[config.mk]
export PLATFORM = sky130hd
export DESIGN_NAME = input_debounce_flat
export DESIGN_NICKNAME = d
export VERILOG_FILES = /design/src/rtl/input_debounce_if.sv /design/src/rtl/input_debounce.sv /design/src/flat_wrapper.sv
export SDC_FILE = /design/constraint.sdc
export NUM_CORES = 1
export LEC_CHECK = 0
export CORE_ASPECT_RATIO = 0.8
export CORE_UTILIZATION = 53
export DETAILED_ROUTE_END_ITERATION = 10
export GPL_TIMING_DRIVEN = 0
export PLACE_DENSITY_LB_ADDON = 0.05
export RECOVER_POWER = 100
export SKIP_LAST_GASP = 1
export SYNTH_ARGS = -nofsm -noshare
export SYNTH_HDL_FRONTEND = slang
export SYNTH_SLANG_ARGS = --single-unit
[constraint.sdc]
create_clock -name clk -period 9.49 [get_ports clk]
set_clock_uncertainty 0.2 [all_clocks]
set_input_delay 1.898 -clock clk [delete_from_list [all_inputs] [get_ports clk]]
set_output_delay 1.898 -clock clk [all_outputs]
set_load 0.05 [all_outputs]
[src/rtl/input_debounce_if.sv]
// Signal bundle between the raw switch/button inputs and the debouncer.
// The master drives the raw levels and the slave returns the clean levels and edge pulses.
interface input_debounce_if #(
  parameter int N = 10
);
  logic [N-1:0] din;
  logic [N-1:0] dout;
  logic [N-1:0] rise;
  logic [N-1:0] fall;
  logic         changed;

  modport master (output din, input dout, rise, fall, changed);
  modport slave  (input din, output dout, rise, fall, changed);
endinterface

[src/rtl/input_debounce.sv]
// Two-flop synchroniser plus per-bit stability counter for raw switches/buttons.
// dout follows an input only after it has differed from dout for STABLE_CYCLES clocks.
module input_debounce #(
  parameter int N             = 10,
  parameter int STABLE_CYCLES = 1000000,
  parameter int CNT_W         = 20
) (
  input  logic              clk,
  input  logic              clr,
  input_debounce_if.slave   bus
);

  localparam logic [CNT_W-1:0] CNT_LAST = CNT_W'(STABLE_CYCLES - 1);
  localparam logic [CNT_W-1:0] CNT_ONE  = CNT_W'(1);

  if (STABLE_CYCLES < 1 || (STABLE_CYCLES >> CNT_W) != 0) begin : g_bad_params
    $error("input_debounce: need STABLE_CYCLES >= 1 and 2**CNT_W > STABLE_CYCLES");
  end

  logic [N-1:0]     r_s1;
  logic [N-1:0]     r_s2;
  logic [CNT_W-1:0] r_cnt [N];
  logic [N-1:0]     r_dout;
  logic [N-1:0]     r_rise;
  logic [N-1:0]     r_fall;
  logic             r_changed;

  logic [CNT_W-1:0] w_cnt_nxt [N];
  logic [N-1:0]     w_dout_nxt;
  logic [N-1:0]     w_rise_nxt;
  logic [N-1:0]     w_fall_nxt;

  // NOTE: every signal gets a default at the top of always_comb so no path leaves it unassigned (no latch).
  always_comb begin
    w_cnt_nxt  = r_cnt;
    w_dout_nxt = r_dout;
    w_rise_nxt = '0;
    w_fall_nxt = '0;
    for (int i = 0; i < N; i++) begin
      if (r_s2[i] == r_dout[i]) begin
        // Any sample that agrees with dout restarts the whole stability window.
        w_cnt_nxt[i] = '0;
      end else if (r_cnt[i] == CNT_LAST) begin
        w_dout_nxt[i] = r_s2[i];
        w_cnt_nxt[i]  = '0;
        w_rise_nxt[i] = r_s2[i];
        w_fall_nxt[i] = ~r_s2[i];
      end else begin
        w_cnt_nxt[i] = r_cnt[i] + CNT_ONE;
      end
    end
  end

  // NOTE: state registers use non-blocking assignments so every flop samples pre-edge values.
  always_ff @(posedge clk or posedge clr) begin
    if (clr) begin
      r_s1      <= '0;
      r_s2      <= '0;
      r_dout    <= '0;
      r_rise    <= '0;
      r_fall    <= '0;
      r_changed <= 1'b0;
      // NOTE: the counter array is reset explicitly; a mid-count clear must discard partial windows.
      for (int i = 0; i < N; i++) begin
        r_cnt[i] <= '0;
      end
    end else begin
      r_s1      <= bus.din;
      r_s2      <= r_s1;
      r_cnt     <= w_cnt_nxt;
      r_dout    <= w_dout_nxt;
      r_rise    <= w_rise_nxt;
      r_fall    <= w_fall_nxt;
      r_changed <= |(w_rise_nxt | w_fall_nxt);
    end
  end

  assign bus.dout    = r_dout;
  assign bus.rise    = r_rise;
  assign bus.fall    = r_fall;
  assign bus.changed = r_changed;

endmodule

[src/flat_wrapper.sv]
// flat-port wrapper written by rule: the top's interface ports become plain ports
module input_debounce_flat 
#(
  parameter int N             = 10,
  parameter int STABLE_CYCLES = 1000000,
  parameter int CNT_W         = 20
)
  (clk, clr, bus_din, bus_dout, bus_rise, bus_fall, bus_changed);
  input_debounce_if #(.N(N)) bus_i ();
  input  logic clk;
  input  logic clr;
  input wire logic [$bits(bus_i.din)-1:0] bus_din;
  output wire logic [$bits(bus_i.dout)-1:0] bus_dout;
  output wire logic [$bits(bus_i.rise)-1:0] bus_rise;
  output wire logic [$bits(bus_i.fall)-1:0] bus_fall;
  output wire logic [$bits(bus_i.changed)-1:0] bus_changed;
  assign bus_i.din = bus_din;
  assign bus_dout = bus_i.dout;
  assign bus_rise = bus_i.rise;
  assign bus_fall = bus_i.fall;
  assign bus_changed = bus_i.changed;
  input_debounce #(.N(N), .STABLE_CYCLES(STABLE_CYCLES), .CNT_W(CNT_W)) u_core (.clk(clk), .clr(clr), .bus(bus_i));
endmodule
==> impl_metrics.json, run 1 <==
{
  "dpl_worst_slack_ps": 5968,
  "ys.warnings.count": 0,
  "timing.fmax_mhz": 219.6,
  "grt_util_met2_pct": 27.92,
  "vias": 7530,
  "remaining_drc_errors": 8,
  "comb_power_share_pct": 2.8,
  "yosysTopAreaCell": "dfrtp_1",
  "initial_utilization_pct": 54.26,
  "final_cells": 1445,
  "timing.final.crit_period_ps": 4553,
  "cp.required_ps": 9350,
  "placed_cells": 1398,
  "grt_first_pass_wirelength_um": 34920,
  "outcome": "finished with violations",
  "drive_gt1_share_pct": 5.102,
  "crit_path_max_incr_delay_ps": 1920,
  "synthCells": 1085,
  "crit_type": "input pin to async pin",
  "netSwitchingFraction_pct": 20.99,
  "fillCellCount": 1765,
  "num-nets-final": 1179,
  "worst-slew-pin-transition_ps": 3393,
  "startpoint_type": "input pin",
  "pwr-share-seq_pct": 48.7,
  "row_count": 47,
  "hpwl_um": 13400,
  "max-slew-margin-rel_pct": -127.4,
  "cts_sinks": 251,
  "postCtsHoldBufs": 0,
  "dieHeight_um": 132.6,
  "cts_resized": 0,
  "fin_ws_ps": 4937,
  "post_cts_buffers": 0,
  "finalHoldViolations": 0,
  "yosysSeqAreaShare_pct": 55.60,
  "dieArea_um2": 21900,
  "clk_path_buf_depth": 3,
  "rsz0062_at_grt": "no",
  "die_w_um": 165.2,
  "async_flop_share_pct": 100.0,
  "powerDensity_nw_per_um2": 173.6,
  "worst_path_max_delay_cell": "clkinvlp_2",
  "crit_family": "buffers and inverters",
  "wl_per_cell_um": 13.85,
  "critPathBufInv": 2,
  "tritoncts": "built",
  "synth_top_area_share_pct": 55.60,
  "critPathMaxFanout": 74,
  "synth-seq-cells": 251,
  "ios": 43,
  "synthTopCellsByArea": "dfrtp_1, xor2_1, nor2_1",
  "synth_edf_count": 0,
  "core_area_um2": 20820,
  "cts_root_buf": "clkbuf_16",
  "setup_violations": 0,
  "syn_area_um2": 11300,
  "internal_power_mw": 1.786,
  "clk_latency_ps": 520,
  "slew_violations": 73,
  "hold_path_class": "flip-flop to flip-flop",
  "port_buffers": 42,
  "switching_power_mw": 0.4746,
  "place.gp.congestion": 0.7873,
  "ir_worst_vdd_mv": 0.1569,
  "drtIter0Drc": 485,
  "met3_usage_pct": 3.135,
  "grt_antenna_before_repair": 1,
  "gr-total-overflow": 0,
  "numCtsBuffers": 26,
  "syn_area_per_cell_um2": 10.41,
  "dr.pass1.iters": 7,
  "grt_busiest_layer": "met1",
  "grt_pass1_vias": 7314,
  "finalCritPeriodShare_pct": 47.98,
  "met1_usage_pct": 30.05,
  "grt_max_degree": 102,
  "clk_pin_slew_worst_paths_ps": 60,
  "vias_per_cell": 5.211,
  "synth_nets": 1107,
  "cp_data_arrival_time_ps": 4410,
  "total_leakage_power_nw": 5.757,
  "grt_usage_pct": 19.21,
  "area_growth_pct": 15.31,
  "end_kind": "async pin",
  "clkPwrFrac_pct": 48.6,
  "htreeDepth": 1,
  "synth-main-ff-cell": "dfrtp_1",
  "antenna_cells": 0,
  "drt-total-wl_um": 20020,
  "max_cap_viol_count": 1,
  "cp_cell_sequence": "dlygate4sd3_1 > clkinvlp_2",
  "synth.distinct_cells": 39,
  "drtAntennaViolNets": 0,
  "failed_checks": "DRC, capacitance limit, slew limit"
}
-- per-stage QoR --
stage | util, % | total power, mW | setup TNS (ps) | area (µm²) | hold WS (ps)
after floorplan | - | 1.160 | 0 | 11300 | 131.2
after global placement | 57.90 | 1.182 | -674140 | 12050 | 132.5
after detailed placement | 58.20 | 1.186 | 0 | 12120 | 136.3
after CTS | 62.73 | 2.299 | 0 | 13060 | 146.8
after global routing | 62.57 | 2.343 | 0 | 13030 | 155.7
final | 62.57 | 2.261 | 0 | 13030 | 146.7
-- metal layers --
| layer | vias to the layer above | wire [µm] | part of all wire, % |
|---|---|---|---|
| li1 | 3835 | - | - |
| met1 | 3579 | 10660 | 53 |
| met2 | 90 | 8343 | 42 |
| met3 | 26 | 688 | 3.4 |
| met4 | 0 | 321 | 1.6 |
| met5 | - | 0 | 0 |
-- power by group through the flow --
stage / Clock, mW / Combinational [mW] / Sequential [mW]
detailed placement: 0 / 0.0663 / 1.12
CTS: 1.13 / 0.0667 / 1.10
floorplan: 0 / 0.0439 / 1.12
global route: 1.17 / 0.0741 / 1.10
global placement: 0 / 0.0619 / 1.12
finish: 1.10 / 0.0623 / 1.10
-- synth_stat cells (all sizes together), types with 10 or more instances --
cell type,instances
nor3,25
and4,15
nor2,220
nand2,72
nand3,71
nor4b,10
clkbuf,20
nand4,47
xor2,106
xnor2,86
and3,47
inv,15
nor3b,21
ha,10
dfrtp,251
nor4,16
-- cells by family after synthesis --
family	share of synthesized area (%)
flip-flops	55.60
AO/OA/AOI/OAI	0.3324
multiplexers	0.9304
XOR/XNOR	14.89
AND/OR/NAND/NOR	25.73
buffers and inverters	1.407
adder cells (fa/ha/maj)	1.108
-- final timing paths --
path / from / to / slack, ps / depth (start not counted)
setup / recovery: clr / u_core.r_s1[7]$_DFF_PP0_ / 4940 / 2
hold / removal: u_core.r_s1[3]$_DFF_PP0_ / u_core.r_s2[3]$_DFF_PP0_ / 150 / 0
setup reg to reg: u_core.r_cnt[28]$_DFF_PP0_ / u_core.r_cnt[33]$_DFF_PP0_ / 6470 / 7
hold reg to reg: u_core.r_s1[3]$_DFF_PP0_ / u_core.r_s2[3]$_DFF_PP0_ / 150 / 0
max in group clk: u_core.bus.dout[9]$_DFFE_PP0P_ / bus_dout[9] / 5490 / 1
min in group asynchronous: clr / u_core.r_cnt[167]$_DFF_PP0_ / 2640 / 2
-- registers in the layout, summed over array words and instances, names as in the netlist --
signal	count
u_core.r_cnt	200
u_core.bus.dout	10
u_core.bus.fall	10
u_core.bus.rise	10
u_core.r_s1	10
u_core.r_s2	10
u_core.bus.changed	1
-- area by class of cell --
class	count	area, µm²	share of cell area (%)
Clock buffer	34	732.0	5.620
Clock inverter	13	211.5	1.623
Buffer	23	86.33	0.6628
Multi-Input combinational cell	796	4845	37.20
Timing Repair Buffer	44	475.5	3.650
Inverter	15	57.56	0.4419
Sequential cell	251	6281	48.22
Tap cell	269	336.6	2.584
-- cells in the final DEF (no fill, tap or decap), types with 2 or more instances in the layout --
cell,synthesis,layout
bufinv_16,0,5
nor2_1,220,220
nor4b_1,10,10
dlygate4sd3_1,0,42
xor2_1,106,106
ha_1,10,10
clkbuf_1,20,27
clkbuf_16,0,27
clkinv_4,0,2
or2_2,4,4
and4_1,15,15
inv_1,15,14
nor3_1,25,25
nand3_1,71,71
mux2_2,8,8
nor3b_1,21,21
or4_1,3,3
and2_1,8,6
buf_16,0,2
xnor2_1,86,86
dfrtp_1,251,251
nand4b_1,3,3
and3_1,46,46
nor2b_1,2,2
clkbuf_8,0,3
and2_0,0,2
or3_1,8,8
clkinvlp_4,0,4
nor4_1,16,16
nand2_1,71,72
nand4_1,47,47
and3b_1,3,3
(Power assumes the default switching activity.)
==> run 2, diff against run 1 <==
Clock period 9.49 ns to 3.9 ns, I/O delays scaled along.
==> impl_metrics.json, run 2 (same netlist as run 1, synthesis figures left out) <==
{
  "crit_path_max_incr_delay_ps": 560,
  "drtAntennaViolNets": 0,
  "grt_max_degree": 42,
  "tns_ps": 0,
  "layout_commonest_cell": "dfrtp_1",
  "dpl_worst_slack_ps": 1243,
  "cts_resized": 0,
  "dr.pass1.iters": 7,
  "dieArea_um2": 21900,
  "initial_utilization_pct": 54.26,
  "critPathMaxFanout": 10,
  "rsz0062_at_grt": "no",
  "port_buffers": 42,
  "gr-total-overflow": 0,
  "antenna_cells": 0,
  "cp_cell_sequence": "or4b_1 > or4_1 > or2_1 > clkbuf_1 > nand2_1 > clkbuf_1 > nor2_1",
  "cpMostUsedCell": "clkbuf_1",
  "dieHeight_um": 132.6,
  "max-slew-margin-rel_pct": 11.22,
  "clk_latency_ps": 520,
  "startpoint": "u_core.r_cnt[28]$_DFF_PP0_",
  "hp-start": "u_core.r_s1[8]$_DFF_PP0_",
  "finalCritPeriodShare_pct": 76.48,
  "wl_per_cell_um": 14.16,
  "fin_ws_ps": 917.2,
  "postCtsHoldBufs": 0,
  "hpwl_um": 13840,
  "post_cts_buffers": 0,
  "setup_violations": 0,
  "cp.required_ps": 4090,
  "drtIter0Drc": 405,
  "drive_gt1_share_pct": 4.847,
  "ios": 43,
  "vias": 7587,
  "postLayoutCoreUtil_pct": 62.06,
  "worst-slew-pin-transition_ps": 1324,
  "r2r_start": "u_core.r_cnt[28]$_DFF_PP0_",
  "finalHoldViolations": 0,
  "cts_root_buf": "clkbuf_16",
  "end_kind": "flip-flop",
  "cts_sinks": 251,
  "die_w_um": 165.2,
  "numCtsBuffers": 26,
  "remaining_drc_errors": 7,
  "area_growth_pct": 14.37,
  "holdWs_ps": 141.3,
  "powerDensity_nw_per_um2": 404.6,
  "ir_worst_vdd_mv": 0.3525,
  "drt-total-wl_um": 20470,
  "core_area_um2": 20820,
  "startpoint_type": "flip-flop",
  "grt_pass1_vias": 7329,
  "grt_antenna_before_repair": 0,
  "timing.final.crit_period_ps": 2983,
  "final_cell_mix": "dfrtp_1, nor2_1, xor2_1",
  "failed_checks": "DRC",
  "num-nets-final": 1183,
  "total_leakage_power_nw": 5.726,
  "timing.fmax_mhz": 335.3,
  "max_cap_viol_count": 0,
  "grt_first_pass_wirelength_um": 35180,
  "grt_usage_pct": 19.52,
  "largest_register": "u_core.r_cnt",
  "slew_violations": 0,
  "clk_pin_slew_worst_paths_ps": 60,
  "outcome": "finished with violations",
  "largest_reg_flops": 200,
  "clk_path_buf_depth": 3,
  "worst_path_max_delay_cell": "or4_1",
  "row_count": 47,
  "crit_type": "flip-flop to flip-flop",
  "tritoncts": "built",
  "htreeDepth": 1,
  "cp_data_arrival_time_ps": 3170,
  "place.gp.congestion": 0.7775,
  "hold_path_class": "flip-flop to flip-flop",
  "vias_per_cell": 5.251
}
==> run 2: worst paths after layout <==
| kind | slack (ps) | to | cells after the start |
|---|---|---|---|
| min in group asynchronous | 810 | u_core.r_cnt[168]$_DFF_PP0_ | 2 |
| worst max register to register | 920 | u_core.r_cnt[33]$_DFF_PP0_ | 7 |
| worst min-delay path | 140 | u_core.r_s2[8]$_DFF_PP0_ | 0 |
| worst min register to register | 140 | u_core.r_s2[8]$_DFF_PP0_ | 0 |
| max in group asynchronous | 1000 | u_core.r_cnt[125]$_DFF_PP0_ | 4 |
| worst max-delay path | 920 | u_core.r_cnt[33]$_DFF_PP0_ | 7 |
==> run 2: power by group <==
part	switching (mW)	total [mW]	internal [mW]
combinational	0.105	0.153	0.0476
sequential	0.0364	2.68	2.64
clock	0.971	2.40	1.43
total	1.11	5.23	4.11
==> run 2: cell type report <==
cell class                 count  area (µm²)
buffer                        23       86.33
timing repair buffer          48       495.5
multi-input combinational    796        4845
fill                        1701        7899
tap                          269       336.6
clock buffer                  36       729.5
inverter                      15       57.56
clock inverter                 7       87.58
sequential                   251        6281
==> run 2: through the flow <==
| stage | instances | power, mW | instance area, µm² |
|---|---|---|---|
| 2_1_floorplan | 1085 | 2.823 | 11300 |
| 3_3_place_gp | 1396 | 2.876 | 12060 |
| 3_5_place_dp | 1402 | 2.891 | 12180 |
| 4_1_cts | 1445 | 5.314 | 12990 |
| 5_1_grt | 1445 | 5.428 | 12920 |
| 6_report | 1445 | 5.227 | 12920 |
==> run 2: per-layer routing <==
| metal | routed length [µm] | GRT usage (%) |
|---|---|---|
| met1 | 10860 | 30.48 |
| met2 | 8621 | 28.61 |
| met4 | 323 | 4.027 |
| met3 | 660 | 3.135 |
| met5 | 0 | 0 |
==> run 2: worst max-delay path, delay by kind of cell, from the launching register on <==
kind / cells / cell delay (ps)
flops: 1 / 420
simple gates: 5 / 1680
buf+inv: 2 / 540
